### config.mk
export PLATFORM = sky130hd
export DESIGN_NAME = uart_tx_peripheral
export DESIGN_NICKNAME = d
export VERILOG_FILES = /design/src/rtl/uart_tx_peripheral.sv
export SDC_FILE = /design/constraint.sdc
export NUM_CORES = 1
export LEC_CHECK = 0
export BUFFER_PORTS_ARGS = -buffer_cell sky130_fd_sc_hd__buf_2
export CORE_UTILIZATION = 59
export CTS_BUF_LIST = sky130_fd_sc_hd__clkbuf_2
export CTS_CLUSTER_SIZE = 16
export DETAILED_ROUTE_END_ITERATION = 10
export PLACE_DENSITY = 0.83
export SLEW_MARGIN = 20
export SYNTH_ARGS = -nofsm -noshare
export SYNTH_HDL_FRONTEND = slang
export SYNTH_SLANG_ARGS = --single-unit
### constraint.sdc
create_clock -name clock -period 3.15 [get_ports clock]
set_clock_uncertainty 0.1 [all_clocks]
set_input_delay 0 -clock clock [delete_from_list [all_inputs] [get_ports clock]]
set_output_delay 0 -clock clock [all_outputs]
set_load 0.01 [all_outputs]
### src/rtl/uart_tx_peripheral.sv
// uart_tx_peripheral
//   Memory-mapped 8N1 UART transmitter. The CPU pushes bytes into a TX FIFO
//   through a 16-byte register window; a frame FSM paced by a down-counting
//   baud timer serialises them LSB first on uart_tx.
//
//   Register map (offset = bus_address[3:2]):
//     0 TXDATA   W: byte_enable[0] pushes write_data[7:0]; reads 0
//     1 STATUS   R: [0]full [1]empty [2]busy [3]overflow [15:8]count
//                W: byte_enable[0] with write_data[3]=1 clears overflow
//     2 DIVISOR  RW: clocks per bit, lanes 0/1 write [7:0]/[15:8]
//     3 reserved
//
//   Ports:
//     clock, reset       system clock, asynchronous active-high reset
//     bus_address        byte address; window selected on [31:4]
//     bus_write_data     lane-aligned write data
//     bus_byte_enable    byte lane enables
//     bus_read_enable    read strobe
//     bus_write_enable   write strobe
//     bus_read_data      combinational read data, 0 when not selected/reading
//     uart_tx            registered serial output, idle high
//     tx_irq             high while FIFO empty and FSM idle
//
//   state   | meaning
//   S_IDLE  | line high, waiting for FIFO data
//   S_START | start bit (low) for one bit period
//   S_DATA  | eight data bits, LSB first
//   S_STOP  | stop bit (high); chains directly into next frame if data waits
module uart_tx_peripheral #(
    parameter logic [31:0] BASE_ADDR     = 32'hFFFF_0000,
    parameter int          FIFO_DEPTH    = 8,
    parameter logic [15:0] DIVISOR_RESET = 16'd434
) (
    input  logic        clock,
    input  logic        reset,
    input  logic [31:0] bus_address,
    input  logic [31:0] bus_write_data,
    input  logic [3:0]  bus_byte_enable,
    input  logic        bus_read_enable,
    input  logic        bus_write_enable,
    output logic [31:0] bus_read_data,
    output logic        uart_tx,
    output logic        tx_irq
);

    localparam int PW = $clog2(FIFO_DEPTH);
    localparam int CW = PW + 1;
    localparam logic [CW-1:0] DEPTH_C = CW'(FIFO_DEPTH);

    typedef enum logic [1:0] {S_IDLE, S_START, S_DATA, S_STOP} state_t;

    state_t         r_state;
    logic [15:0]    r_baud;
    logic [2:0]     r_bit_idx;
    logic [7:0]     r_shift;
    logic           r_tx;

    logic [7:0]     r_fifo [FIFO_DEPTH];
    logic [PW-1:0]  r_wr_ptr;
    logic [PW-1:0]  r_rd_ptr;
    logic [CW-1:0]  r_count;
    logic           r_overflow;
    logic [15:0]    r_divisor;

    logic           w_sel;
    logic [1:0]     w_off;
    logic           w_wr_txdata;
    logic           w_wr_status;
    logic           w_wr_div;
    logic           w_clr_ovf;
    logic           w_empty;
    logic           w_full;
    logic           w_busy;
    logic           w_bit_end;
    logic           w_pop;
    logic           w_push;
    logic           w_drop;
    logic [15:0]    w_div_load;
    logic [7:0]     w_count8;
    logic [31:0]    w_read_data;
    logic           w_unused;

    assign w_sel       = (bus_address[31:4] == BASE_ADDR[31:4]);
    assign w_off       = bus_address[3:2];
    assign w_wr_txdata = w_sel && bus_write_enable && (w_off == 2'd0) && bus_byte_enable[0];
    assign w_wr_status = w_sel && bus_write_enable && (w_off == 2'd1);
    assign w_wr_div    = w_sel && bus_write_enable && (w_off == 2'd2);
    assign w_clr_ovf   = w_wr_status && bus_byte_enable[0] && bus_write_data[3];

    assign w_empty   = (r_count == '0);
    assign w_full    = (r_count == DEPTH_C);
    assign w_busy    = (r_state != S_IDLE);
    assign w_bit_end = (r_baud == 16'd0);

    // Pop happens when the FSM is ready to start a frame: from idle, or at the
    // last cycle of a stop bit so consecutive frames have no gap.
    assign w_pop  = !w_empty && ((r_state == S_IDLE) || ((r_state == S_STOP) && w_bit_end));
    assign w_push = w_wr_txdata && (!w_full || w_pop);
    assign w_drop = w_wr_txdata && w_full && !w_pop;

    // Reload value for the baud down-counter; a divisor of 0 behaves as 1.
    assign w_div_load = (r_divisor == 16'd0) ? 16'd0 : (r_divisor - 16'd1);

    assign w_count8 = 8'(r_count);
    assign uart_tx  = r_tx;
    assign tx_irq   = w_empty && (r_state == S_IDLE);

    assign w_unused = &{1'b0, bus_address[1:0], bus_write_data[31:16], bus_byte_enable[3:2]};

    always_comb begin
        w_read_data = 32'd0;
        if (w_sel && bus_read_enable) begin
            case (w_off)
                2'd1:    w_read_data = {16'd0, w_count8, 4'd0, r_overflow, w_busy, w_empty, w_full};
                2'd2:    w_read_data = {16'd0, r_divisor};
                default: w_read_data = 32'd0;
            endcase
        end
    end

    assign bus_read_data = w_read_data;

    always_ff @(posedge clock) begin
        if (w_push) begin
            r_fifo[r_wr_ptr] <= bus_write_data[7:0];
        end
    end

    always_ff @(posedge clock or posedge reset) begin
        if (reset) begin
            r_wr_ptr <= '0;
            r_rd_ptr <= '0;
            r_count  <= '0;
        end else begin
            if (w_push) begin
                r_wr_ptr <= r_wr_ptr + PW'(1);
            end
            if (w_pop) begin
                r_rd_ptr <= r_rd_ptr + PW'(1);
            end
            case ({w_push, w_pop})
                2'b10:   r_count <= r_count + CW'(1);
                2'b01:   r_count <= r_count - CW'(1);
                default: r_count <= r_count;
            endcase
        end
    end

    // A drop and a clear in the same cycle leave overflow set.
    always_ff @(posedge clock or posedge reset) begin
        if (reset) begin
            r_overflow <= 1'b0;
        end else if (w_drop) begin
            r_overflow <= 1'b1;
        end else if (w_clr_ovf) begin
            r_overflow <= 1'b0;
        end
    end

    always_ff @(posedge clock or posedge reset) begin
        if (reset) begin
            r_divisor <= DIVISOR_RESET;
        end else if (w_wr_div) begin
            if (bus_byte_enable[0]) begin
                r_divisor[7:0] <= bus_write_data[7:0];
            end
            if (bus_byte_enable[1]) begin
                r_divisor[15:8] <= bus_write_data[15:8];
            end
        end
    end

    // The baud counter is reloaded from the live divisor at the start of
    // every bit, so a divisor change only takes effect on the next bit.
    always_ff @(posedge clock or posedge reset) begin
        if (reset) begin
            r_state   <= S_IDLE;
            r_baud    <= 16'd0;
            r_bit_idx <= 3'd0;
            r_shift   <= 8'd0;
            r_tx      <= 1'b1;
        end else begin
            case (r_state)
                S_IDLE: begin
                    r_tx <= 1'b1;
                    if (w_pop) begin
                        r_shift <= r_fifo[r_rd_ptr];
                        r_baud  <= w_div_load;
                        r_tx    <= 1'b0;
                        r_state <= S_START;
                    end
                end
                S_START: begin
                    if (w_bit_end) begin
                        r_baud    <= w_div_load;
                        r_bit_idx <= 3'd0;
                        r_tx      <= r_shift[0];
                        r_state   <= S_DATA;
                    end else begin
                        r_baud <= r_baud - 16'd1;
                    end
                end
                S_DATA: begin
                    if (w_bit_end) begin
                        r_baud <= w_div_load;
                        if (r_bit_idx == 3'd7) begin
                            r_tx    <= 1'b1;
                            r_state <= S_STOP;
                        end else begin
                            r_shift   <= r_shift >> 1;
                            r_tx      <= r_shift[1];
                            r_bit_idx <= r_bit_idx + 3'd1;
                        end
                    end else begin
                        r_baud <= r_baud - 16'd1;
                    end
                end
                S_STOP: begin
                    if (w_bit_end) begin
                        if (w_pop) begin
                            r_shift <= r_fifo[r_rd_ptr];
                            r_baud  <= w_div_load;
                            r_tx    <= 1'b0;
                            r_state <= S_START;
                        end else begin
                            r_tx    <= 1'b1;
                            r_state <= S_IDLE;
                        end
                    end else begin
                        r_baud <= r_baud - 16'd1;
                    end
                end
                default: begin
                    r_tx    <= 1'b1;
                    r_state <= S_IDLE;
                end
            endcase
        end
    end

endmodule

==> run_results.csv, run 1 <==
group,metric,value,unit
placement,place_inst,800,
die,floorplan.io_pins,106,
drt,detail_route.vias_per_cell,6.218,
drt,drc_errors,0,
synthesis,synth.avg_cell_area,11.25,um2
grt,grt_start_max_net_pins,37,
clock_tree,h-tree-depth,4,
synthesis,syn_area,6628,um2
die,die_area,11660,um2
clock_tree,numClockSinks,121,
power,switching_power_summed_over_all_nets,835.5,uW
die,fp-row-count,38,
placement,gp_congestion,1.011,
synthesis,number_of_enable_type_register_cells_in_the_synthesized_netlist,64,
setup_path,worst-path-max-fanout,6,
synthesis,synth.lib_cells_used.distinct,68,
sta,finalCritPeriodShare,0.9879,
grt,global_routing_usage_on_met1,0.4069,
synthesis,share_of_async_settable_or_async_resettable_flops_after_synthesis,0.4711,
setup_path,cp_data_arrival_time,3.59,ns
die,design.core.area,10890,um2
grt,globalRoute.busiestLayer,"met2",
synthesis,ys_seq_area_frac,0.5063,
synthesis,synth_most_common_cell,"sky130_fd_sc_hd__edfxtp_1",
sta,hold_violations,0,
setup_path,critPathCaptureType,"register",
drt,antenna_violating_nets_left,0,
cells_and_area,fin_nets,814,
cells_and_area,layout.core_utilization,0.7234,
clock_tree,cts_tree,"yes",
drt,via_total_after_detailed_routing,5466,
clock_tree,cts_inserted_buffers,17,
synthesis,synth_common_cells,"64 x sky130_fd_sc_hd__edfxtp_1, 54 x sky130_fd_sc_hd__nor2_1, 51 x sky130_fd_sc_hd__dfrtp_1, 41 x sky130_fd_sc_hd__nand2_1, 28 x sky130_fd_sc_hd__o21ai_0",
grt,gr-total-overflow,0,
cells_and_area,fin_cells,879,
clock_tree,clk_pin_slew_worst_paths,0.21,ns
grt,grt_use_total,0.3190,
clock_tree,cts-root-buf,"sky130_fd_sc_hd__clkbuf_2",
power,cellLeakagePower,0.003341,uW
synthesis,netlist_instances,589,
power,worst_ir_drop_vdd,0.4822,mV
clock_tree,post-cts-setup-buffer-count,0,
grt,grt_first_pass_wirelength,27.61,mm
sta,fin_tns_setup,0,ns
clock_tree,clk-insertion-delay-late,0.68,ns
sta,finalWorstPathRequiredPeriod,3.112,ns
sta,timing_worst_slew_pin_value,0.7570,ns
power,power.total,3037,uW
cells_and_area,layout-area-overhead-vs-synth,18.84,%
run,maxCapViolCount,0,
placement,dp_hpwl,11.28,mm
drt,initialDrtViolationCount,583,
cells_and_area,layout_cells_sized_above_1,0.2602,
power,seq_power_share,0.577,
drt,post_drt_wl_per_cell,19.96,um
drt,drt-pass1-iter-count,8,
setup_path,start_kind,"input pin",
power,internal-power,2202,uW
sta,relSlewSlack,0.4954,
synthesis,synth_largest_area_cell,"sky130_fd_sc_hd__edfxtp_1",
cells_and_area,fill_cells,740,
sta,setup_viol_count_final,0,
drt,detail_route.wirelength,17.55,mm
synthesis,yosys.area.top_type_share,0.2900,
grt,grt_antenna_before_repair,0,
synthesis,synth_top_flop_cell,"sky130_fd_sc_hd__edfxtp_1",
power,powerDensity,385.6,nW/um2
sta,final-max-slew-violation-count,0,
die,start_util,0.6087,
power,pwr-share-comb,0.119,
synthesis,synth_top_cells_by_area,"sky130_fd_sc_hd__edfxtp_1 29%, sky130_fd_sc_hd__dfrtp_1 19%, sky130_fd_sc_hd__mux4_2 5.4%",
die,fp.dieH,108.0,um
sta,grt_setup_unrepaired,"false",
grt,global_route_met3_usage,0.08379,
placement,buffers_added_on_ports,69,
setup_path,worstPathRequired,3.63,ns
outcome,status,"complete, no violations",
clock_tree,cts_buffer_depth,2,
power,clockPowerShare,0.304,
synthesis,yosysWarnings,0,
die,horiz_die_dim,108.0,um
hold_path,holdCritPathClass,"input pin to register",
power,switching_share,0.2751,
grt,met2_usage,0.5182,
synthesis,total_of_flip_flops_plus_latches_after_synthesis,121,
sta,fmax_achieved,321.3,MHz
grt,first_global_vias,5332,
setup_path,crit_type,"input pin to register",
==> cell families after synthesis <==
| kind of cell | share of synthesized area |
|---|---|
| compound gates | 0.1033 |
| buf+inv | 0.04739 |
| simple gates | 0.1624 |
| mux | 0.1165 |
| fa+ha+maj | 0.03323 |
| xor+xnor | 0.03039 |
| other cells | 0.0005658 |
| flops | 0.5063 |
==> state kept, by name (all words and copies together), names as in the netlist <==
signal      count
r_fifo         64
r_count         4
r_shift         8
r_bit_idx       3
r_state         2
uart_tx         1
r_overflow      1
r_wr_ptr        3
r_divisor      16
r_baud         16
r_rd_ptr        3
==> metal layers <==
layer	part of all wire	wire length, um
met1	0.39	6896
met4	0.037	655
met2	0.49	8578
met5	0	0
met3	0.081	1418
==> critical path: stages <==
cell and delay (ns):
sky130_fd_sc_hd__dlygate4sd3_1 0.53, sky130_fd_sc_hd__buf_2 0.12, sky130_fd_sc_hd__nand4b_1 0.15, sky130_fd_sc_hd__dlygate4sd3_1 0.56, sky130_fd_sc_hd__nor4_1 0.38, sky130_fd_sc_hd__and3_2 0.34
sky130_fd_sc_hd__and3_1 0.17, sky130_fd_sc_hd__dlygate4sd3_1 0.56, sky130_fd_sc_hd__nand3_1 0.09, sky130_fd_sc_hd__o2bb2ai_1 0.14, sky130_fd_sc_hd__dlygate4sd3_1 0.55
==> power groups by stage <==
stage	Clock (uW)	Combinational, uW	Sequential (uW)
after floorplan	0	259	1760
after global placement	0	316	1780
after detailed placement	0	327	1780
after CTS	910	358	1750
after global routing	1000	394	1760
final	923	361	1750
==> cell usage in the layout, fill, tap and decap left out, drive strengths merged, types with 5 or more instances in the layout <==
master / n
nand3: 15
dfstp: 6
ha: 16
nor2: 55
edfxtp: 64
nand4: 9
a21oi: 23
mux4: 16
a22oi: 7
mux2i: 13
nand2: 41
clkbuf: 19
nor4: 14
nor3: 27
o31a: 5
dlygate4sd3: 46
o22ai: 6
nand2b: 5
mux2: 25
o21ai: 30
xor2: 6
o211ai: 5
inv: 31
dfrtp: 51
buf: 95
or4: 9
xnor2: 17
conb: 16
==> final cells by class <==
class / instances / area, um2 / area share
clock buffer: 19 / 95.09 / 0.01207
timing repair buffer: 141 / 1001 / 0.1271
clock inverter: 13 / 118.9 / 0.01509
inverter: 27 / 101.3 / 0.01287
tap: 140 / 175.2 / 0.02224
sequential: 121 / 3356 / 0.4261
antenna: 1 / 2.502 / 0.0003177
multi-input combinational: 417 / 3027 / 0.3843
==> what timing repair did <==
action,CTS,global route
hold endpoints to repair,142,1
endpoints found under the setup margin,0,2
hold buffers,44,2
resized for setup,0,3
==> worst paths after layout <==
kind | endpoint | start | cells past startpoint | slack, ns
min in group asynchronous | r_divisor[3]$_DFFE_PP0P_ | reset | 4 | 0.34
worst max register to register | r_count[3]$_DFFE_PP0P_ | r_baud[0]$_DFF_PP0_ | 12 | 0.13
max in group asynchronous | uart_tx$_DFFE_PP1P_ | reset | 5 | 1.69
worst min register to register | r_bit_idx[2]$_DFFE_PP0P_ | r_bit_idx[2]$_DFFE_PP0P_ | 2 | 0.42
worst min-delay path | r_fifo[3][5]$_DFFE_PP_ | bus_write_data[5] | 2 | 0.05
worst max-delay path | r_overflow$_DFFE_PP0P_ | bus_address[14] | 11 | 0.04
==> metrics by stage <==
stage	instance area, um2	setup WS [ns]	hold WS [ns]
after global routing	7874	0.007398	0.006952
after CTS	7845	0.1023	0.002371
after global placement	7191	0.3444	-0.07628
after detailed placement	7191	0.2045	-0.07548
after floorplan	6684	0.2369	-0.001131
final	7876	0.03798	0.05217
Note: power is estimated with default switching activity, not from simulation.
==> run 2, diff against run 1 <==
Settings changed: CELL_PAD_IN_SITES_DETAIL_PLACEMENT set to 1, CELL_PAD_IN_SITES_GLOBAL_PLACEMENT set to 2, CORE_UTILIZATION 59 to 39, PLACE_DENSITY 0.83 to unset, PLACE_DENSITY_LB_ADDON set to 0.1.
==> run_results.csv, run 2 (synthesized netlist as in run 1, its figures left out) <==
group,metric,value,unit
die,horiz_die_dim,132.4,um
sta,fmax_achieved,320.7,MHz
clock_tree,cts-root-buf,"sky130_fd_sc_hd__clkbuf_2",
outcome,status,"complete, no violations",
die,fp.dieH,132.4,um
power,pwr-share-comb,0.124,
cells_and_area,leading_cell_types_in_the_layout_fill_and_taps_excluded,"69 x sky130_fd_sc_hd__buf_2, 64 x sky130_fd_sc_hd__edfxtp_1, 63 x sky130_fd_sc_hd__dlygate4sd3_1",
sta,grt_setup_unrepaired,"true",
setup_path,start_kind,"input pin",
cells_and_area,largest_reg_flops,64,
drt,drt-pass1-iter-count,5,
cells_and_area,layout_cells_sized_above_1,0.2621,
cells_and_area,layout-area-overhead-vs-synth,24.84,%
setup_path,cp_data_arrival_time,3.62,ns
die,start_util,0.3997,
clock_tree,clk_pin_slew_worst_paths,0.23,ns
power,clockPowerShare,0.332,
power,switching_share,0.2980,
drt,post_drt_wl_per_cell,19.48,um
grt,gr-total-overflow,0,
clock_tree,numClockSinks,121,
power,powerDensity,390.1,nW/um2
sta,relSlewSlack,0.5808,
placement,dp_hpwl,13.19,mm
drt,drc_errors,0,
grt,grt_use_total,0.2306,
cells_and_area,finalInstanceArea,8274,um2
setup_path,critPathCaptureType,"register",
clock_tree,h-tree-depth,4,
clock_tree,clk-insertion-delay-late,0.70,ns
power,worst_ir_drop_vdd,0.2548,mV
placement,place_area,7348,um2
placement,gp_congestion,0.8438,
sta,final_critical_path_setup_slack,0.03167,ns
setup_path,list_of_cells_traversed_by_the_critical_path,"dlygate4sd3_1, buf_2, or4_1, dlygate4sd3_1, nor4_2, and3_4, and3_1, dlygate4sd3_1, nand3_1, o2bb2ai_1, dlygate4sd3_1",
cells_and_area,layout.core_utilization,0.4989,
drt,via_total_after_detailed_routing,5350,
sta,timing_worst_slew_pin_value,0.6265,ns
cells_and_area,fin_nets,839,
cells_and_area,register_name_with_the_most_flops,"r_fifo",
grt,grt_start_max_net_pins,30,
grt,first_global_vias,5667,
cells_and_area,multi_input_comb_area,3035,um2
setup_path,worstPathRequired,3.65,ns
cells_and_area,layout.cells.most_common,"sky130_fd_sc_hd__buf_2",
drt,initialDrtViolationCount,296,
placement,buffers_added_on_ports,69,
die,design.core.area,16580,um2
cells_and_area,fill_cells,1859,
drt,antenna_violating_nets_left,0,
setup_path,worstSetupStartpoint,"bus_address[11]",
die,fp-row-count,47,
setup_path,critical_path.most_common_cell,"sky130_fd_sc_hd__dlygate4sd3_1",
setup_path,critPathSlowestCell,"sky130_fd_sc_hd__dlygate4sd3_1",
power,switching_power_summed_over_all_nets,961.9,uW
cells_and_area,fin_cells,984,
hold_path,holdCritPathClass,"input pin to register",
power,internal-power,2266,uW
sta,final-max-slew-violation-count,0,
clock_tree,cts_inserted_buffers,17,
setup_path,worst-path-max-fanout,5,
clock_tree,cts_buffer_depth,2,
placement,place_inst,886,
sta,setup_viol_count_final,0,
setup_path,crit_type,"input pin to register",
hold_path,hp-start,"bus_write_data[2]",
sta,hold_violations,0,
grt,grt_first_pass_wirelength,30.86,mm
run,maxCapViolCount,0,
drt,detail_route.wirelength,19.17,mm
die,die_area,17520,um2
die,floorplan.io_pins,106,
sta,finalCritPeriodShare,0.9899,
cells_and_area,top_regs,"r_fifo: 64 flops, r_baud: 16 flops, r_divisor: 16 flops",
power,cellLeakagePower,0.003488,uW
cells_and_area,ff_latch_area,3356,um2
drt,detail_route.vias_per_cell,5.437,
sta,finalWorstPathRequiredPeriod,3.118,ns
power,seq_power_share,0.543,
clock_tree,cts_tree,"yes",
setup_path,regToRegStartpoint,"r_baud[0]$_DFF_PP0_",
grt,grt_antenna_before_repair,1,
placement,pre_cts_ws,0.2353,ns
sta,fin_tns_setup,0,ns
setup_path,cp_slowest_stage_delay,0.58,ns
-- run 2: cell types whose count changed in the layout (fill, tap and decap cells not counted), moves of 3 or more --
cell	delta
sky130_fd_sc_hd__dlygate4sd3_1	+17
sky130_fd_sc_hd__buf_4	+7
sky130_fd_sc_hd__inv_8	+4
sky130_fd_sc_hd__clkinv_2	-3
-- run 2: layout make-up --
cell class              count  area share
flip-flops and latches    121      0.4056
multi-input cells         417      0.3669
repair buffers            166      0.1503
well taps                 220     0.03327
clock inverters            15     0.02117
inverters                  27     0.01225
clock buffers              17     0.01028
diodes                      1   0.0003024
-- run 2: path summary, 6_finish.rpt --
kind / endpoint / slack, ns / depth (start not counted)
min in group asynchronous: r_baud[15]$_DFF_PP0_ / 0.35 / 4
worst min-delay path: r_fifo[4][2]$_DFFE_PP_ / 0.08 / 2
worst max-delay path: r_overflow$_DFFE_PP0P_ / 0.03 / 11
max in group asynchronous: r_divisor[8]$_DFFE_PP1P_ / 1.77 / 5
worst min register to register: r_bit_idx[1]$_DFFE_PP0P_ / 0.43 / 2
worst max register to register: r_count[3]$_DFFE_PP0P_ / 0.20 / 12
-- run 2: routing by layer --
layer,share of wire,track usage,up-vias
li1,-,-,2503
met1,0.48,0.3171,2712
met2,0.48,0.3801,126
met3,0.036,0.04268,9
met4,0.0070,0.04853,0
met5,0,0,-
-- run 2: critical path, delay by kind of cell --
| family | cells | cell delay (ns) |
|---|---|---|
| buffers and inverters | 5 | 2.38 |
| AND/OR/NAND/NOR | 5 | 1.09 |
| AO/OA/AOI/OAI | 1 | 0.15 |
-- run 2: what timing repair did --
action,4_1_cts,5_1_grt
hold buffers,63,0
buffers inserted,0,2
hold endpoints to repair,140,0
gates resized for setup,0,4
setup endpoints to repair,0,4
-- run 2: power groups by stage --
stage          Clock, uW  Sequential (uW)  Combinational, uW
6_report            1070             1750                401
5_1_grt             1170             1760                440
4_1_cts             1100             1760                403
3_5_place_dp           0             1790                356
3_3_place_gp           0             1790                345
2_1_floorplan          0             1760                259
-- run 2: stage by stage --
stage / total power (uW) / hold WS, ns
final: 3228 / 0.08487
after global routing: 3370 / 0.02091
after CTS: 3259 / 0.002145
after detailed placement: 2144 / 0.01442
after global placement: 2131 / 0.002523
after floorplan: 2019 / -0.001131
==> run 3, diff against run 2 <==
Settings changed: PLACE_DENSITY set to 0.82, PLACE_DENSITY_LB_ADDON 0.1 to unset.
Clock period 3.15 ns to 2.9 ns, I/O delays scaled along.
==> run_results.csv, run 3 (synthesized netlist as in run 1, its figures left out) <==
group,metric,value,unit
die,floorplan.io_pins,106,
setup_path,cp_data_arrival_time,3.32,ns
setup_path,critPathSlowestCell,"sky130_fd_sc_hd__dfrtp_1",
cells_and_area,layout.cells.most_common,"sky130_fd_sc_hd__buf_2",
run,maxCapViolCount,0,
placement,buffers_added_on_ports,69,
power,powerDensity,407.1,nW/um2
setup_path,cp_slowest_stage_delay,0.42,ns
clock_tree,cts_inserted_buffers,17,
clock_tree,cts_tree,"yes",
die,start_util,0.3997,
setup_path,crit_type,"register to register",
cells_and_area,fin_nets,836,
die,design.core.area,16580,um2
drt,drc_errors,0,
hold_path,hp-start,"bus_write_data[3]",
cells_and_area,ff_latch_area,3356,um2
cells_and_area,layout-area-overhead-vs-synth,24.13,%
power,cellLeakagePower,0.003486,uW
sta,fin_tns_setup,0,ns
drt,via_total_after_detailed_routing,5417,
setup_path,critPathCaptureType,"register",
placement,dp_hpwl,13.66,mm
clock_tree,cts_buffer_depth,2,
setup_path,regToRegStartpoint,"r_baud[0]$_DFF_PP0_",
sta,finalWorstPathRequiredPeriod,2.790,ns
setup_path,worstSetupStartpoint,"r_baud[0]$_DFF_PP0_",
drt,met3RoutedLength,740,um
power,power.total,3349,uW
hold_path,holdCritPathClass,"input pin to register",
setup_path,list_of_cells_traversed_by_the_critical_path,"inv_1, ha_2, nor4b_4, and4_4, buf_4, o21ai_2, a21oi_2, ha_1, a21o_1, a21o_1, nor3b_1, a31oi_1, xnor2_1",
drt,detail_route.vias_per_cell,5.516,
sta,final_critical_path_setup_slack,0.1100,ns
die,die_area,17520,um2
power,worst_ir_drop_vdd,0.2522,mV
clock_tree,post-cts-setup-buffer-count,0,
grt,gr-total-overflow,0,
clock_tree,clk_pin_slew_worst_paths,0.20,ns
sta,fmax_achieved,358.4,MHz
clock_tree,numClockSinks,121,
cells_and_area,layout_cells_sized_above_1,0.2934,
sta,finalCritPeriodShare,0.9621,
sta,final-max-slew-violation-count,0,
grt,grt_first_pass_wirelength,31.24,mm
setup_path,worst-path-max-fanout,4,
setup_path,start_kind,"register",
cells_and_area,layout.core_utilization,0.4961,
clock_tree,h-tree-depth,4,
placement,gp_congestion,0.8636,
die,horiz_die_dim,132.4,um
drt,top_layer,"met4",
cells_and_area,register_name_with_the_most_flops,"r_fifo",
grt,grt_start_max_net_pins,38,
setup_path,worstPathBufferInverterCount,2,
drt,antenna_violating_nets_left,0,
cells_and_area,leading_cell_types_in_the_layout_fill_and_taps_excluded,"69 x sky130_fd_sc_hd__buf_2, 64 x sky130_fd_sc_hd__edfxtp_1, 51 x sky130_fd_sc_hd__dfrtp_1",
drt,post_drt_wl_per_cell,19.75,um
grt,grt_use_total,0.2341,
drt,initialDrtViolationCount,308,
outcome,status,"complete, no violations",
die,fp.dieH,132.4,um
setup_path,critical_path.most_common_cell,"sky130_fd_sc_hd__a21o_1",
cells_and_area,top_regs,"r_fifo: 64 flops, r_baud: 16 flops, r_divisor: 16 flops",
cells_and_area,fill_cells,1855,
clock_tree,cts-root-buf,"sky130_fd_sc_hd__clkbuf_2",
sta,hold_violations,0,
sta,setup_viol_count_final,0,
placement,pre_cts_ws,-0.1053,ns
setup_path,critical-path-top-delay-family,"simple AND/OR/NAND/NOR gates",
grt,first_global_vias,5753,
cells_and_area,multi_input_comb_area,3100,um2
drt,wl_met1,8.651,mm
grt,grt_antenna_before_repair,2,
setup_path,worstPathRequired,3.43,ns
die,fp-row-count,47,
sta,final.hold.worst_slack,0.05834,ns
cells_and_area,largest_reg_flops,64,
sta,timing_worst_slew_pin_value,0.8629,ns
sta,relSlewSlack,0.4239,
drt,detail_route.wirelength,19.40,mm
drt,drt-pass1-iter-count,5,
clock_tree,clk-insertion-delay-late,0.73,ns
drt,length_of_routed_met2_wiring,9.613,mm
-- run 3: changes by cell type in the layout (fill, tap and decap cells not counted), moves of 4 or more --
cell and delta:
sky130_fd_sc_hd__buf_4 +12, sky130_fd_sc_hd__dlygate4sd3_1 -14, sky130_fd_sc_hd__nor2_2 +6, sky130_fd_sc_hd__clkinv_2 +4, sky130_fd_sc_hd__inv_8 -4, sky130_fd_sc_hd__nor2_1 -6
-- run 3: cell type report --
cell class	instances	area share
Antenna cell	2	0.0006084
Tap cell	220	0.03346
Multi-Input combinational cell	417	0.3769
Inverter	27	0.01232
Clock inverter	14	0.01521
Sequential cell	121	0.4079
Clock buffer	18	0.01095
Timing Repair Buffer	163	0.1427
-- run 3: worst paths after layout --
check                      slack, ns  depth (start not counted)                        to
max                             0.11                         13    r_count[3]$_DFFE_PP0P_
min                             0.06                          2    r_fifo[4][3]$_DFFE_PP_
max reg2reg                     0.11                         13    r_count[3]$_DFFE_PP0P_
min reg2reg                     0.44                          2  r_bit_idx[2]$_DFFE_PP0P_
max in group asynchronous       1.45                          5  r_divisor[8]$_DFFE_PP1P_
min in group asynchronous       0.42                          4  r_bit_idx[1]$_DFFE_PP0P_
-- run 3: per-layer routing --
layer  track usage  vias up
met5             0        -
met4       0.09195        0
met3       0.03460       31
met2        0.3971      153
met1        0.3014     2734
li1              -     2499
-- run 3: stage by stage --
stage | instances | area, um2
2_1_floorplan | 604 | 6695
3_3_place_gp | 899 | 7445
3_5_place_dp | 899 | 7445
4_1_cts | 979 | 8167
5_1_grt | 982 | 8227
6_report | 982 | 8227
-- run 3: worst reg2reg max path, stage by stage, from the launching register on --
cell	delay, ns
sky130_fd_sc_hd__dfrtp_1	0.42
sky130_fd_sc_hd__inv_1	0.07
sky130_fd_sc_hd__ha_2	0.21
sky130_fd_sc_hd__nor4b_4	0.24
sky130_fd_sc_hd__and4_4	0.29
sky130_fd_sc_hd__buf_4	0.12
sky130_fd_sc_hd__o21ai_2	0.07
sky130_fd_sc_hd__a21oi_2	0.15
sky130_fd_sc_hd__ha_1	0.26
sky130_fd_sc_hd__a21o_1	0.19
sky130_fd_sc_hd__a21o_1	0.18
sky130_fd_sc_hd__nor3b_1	0.17
sky130_fd_sc_hd__a31oi_1	0.08
sky130_fd_sc_hd__xnor2_1	0.16
-- run 3: where the power goes --
| group | switching (uW) | leakage [uW] | total (uW) | internal (uW) |
|---|---|---|---|---|
| combinational | 184 | 0.00205 | 413 | 229 |
| sequential | 53.1 | 0.00131 | 1900 | 1850 |
| clock | 715 | 0.000131 | 1030 | 317 |
-- run 3: what timing repair did --
item / CTS / global route
hold buffers: 48 / 1
gates resized for setup: 6 / 11
gates cloned: 0 / 0
pin swaps: 0 / 1
endpoints found under the hold margin: 141 / 2
endpoints found under the setup margin: 57 / 59
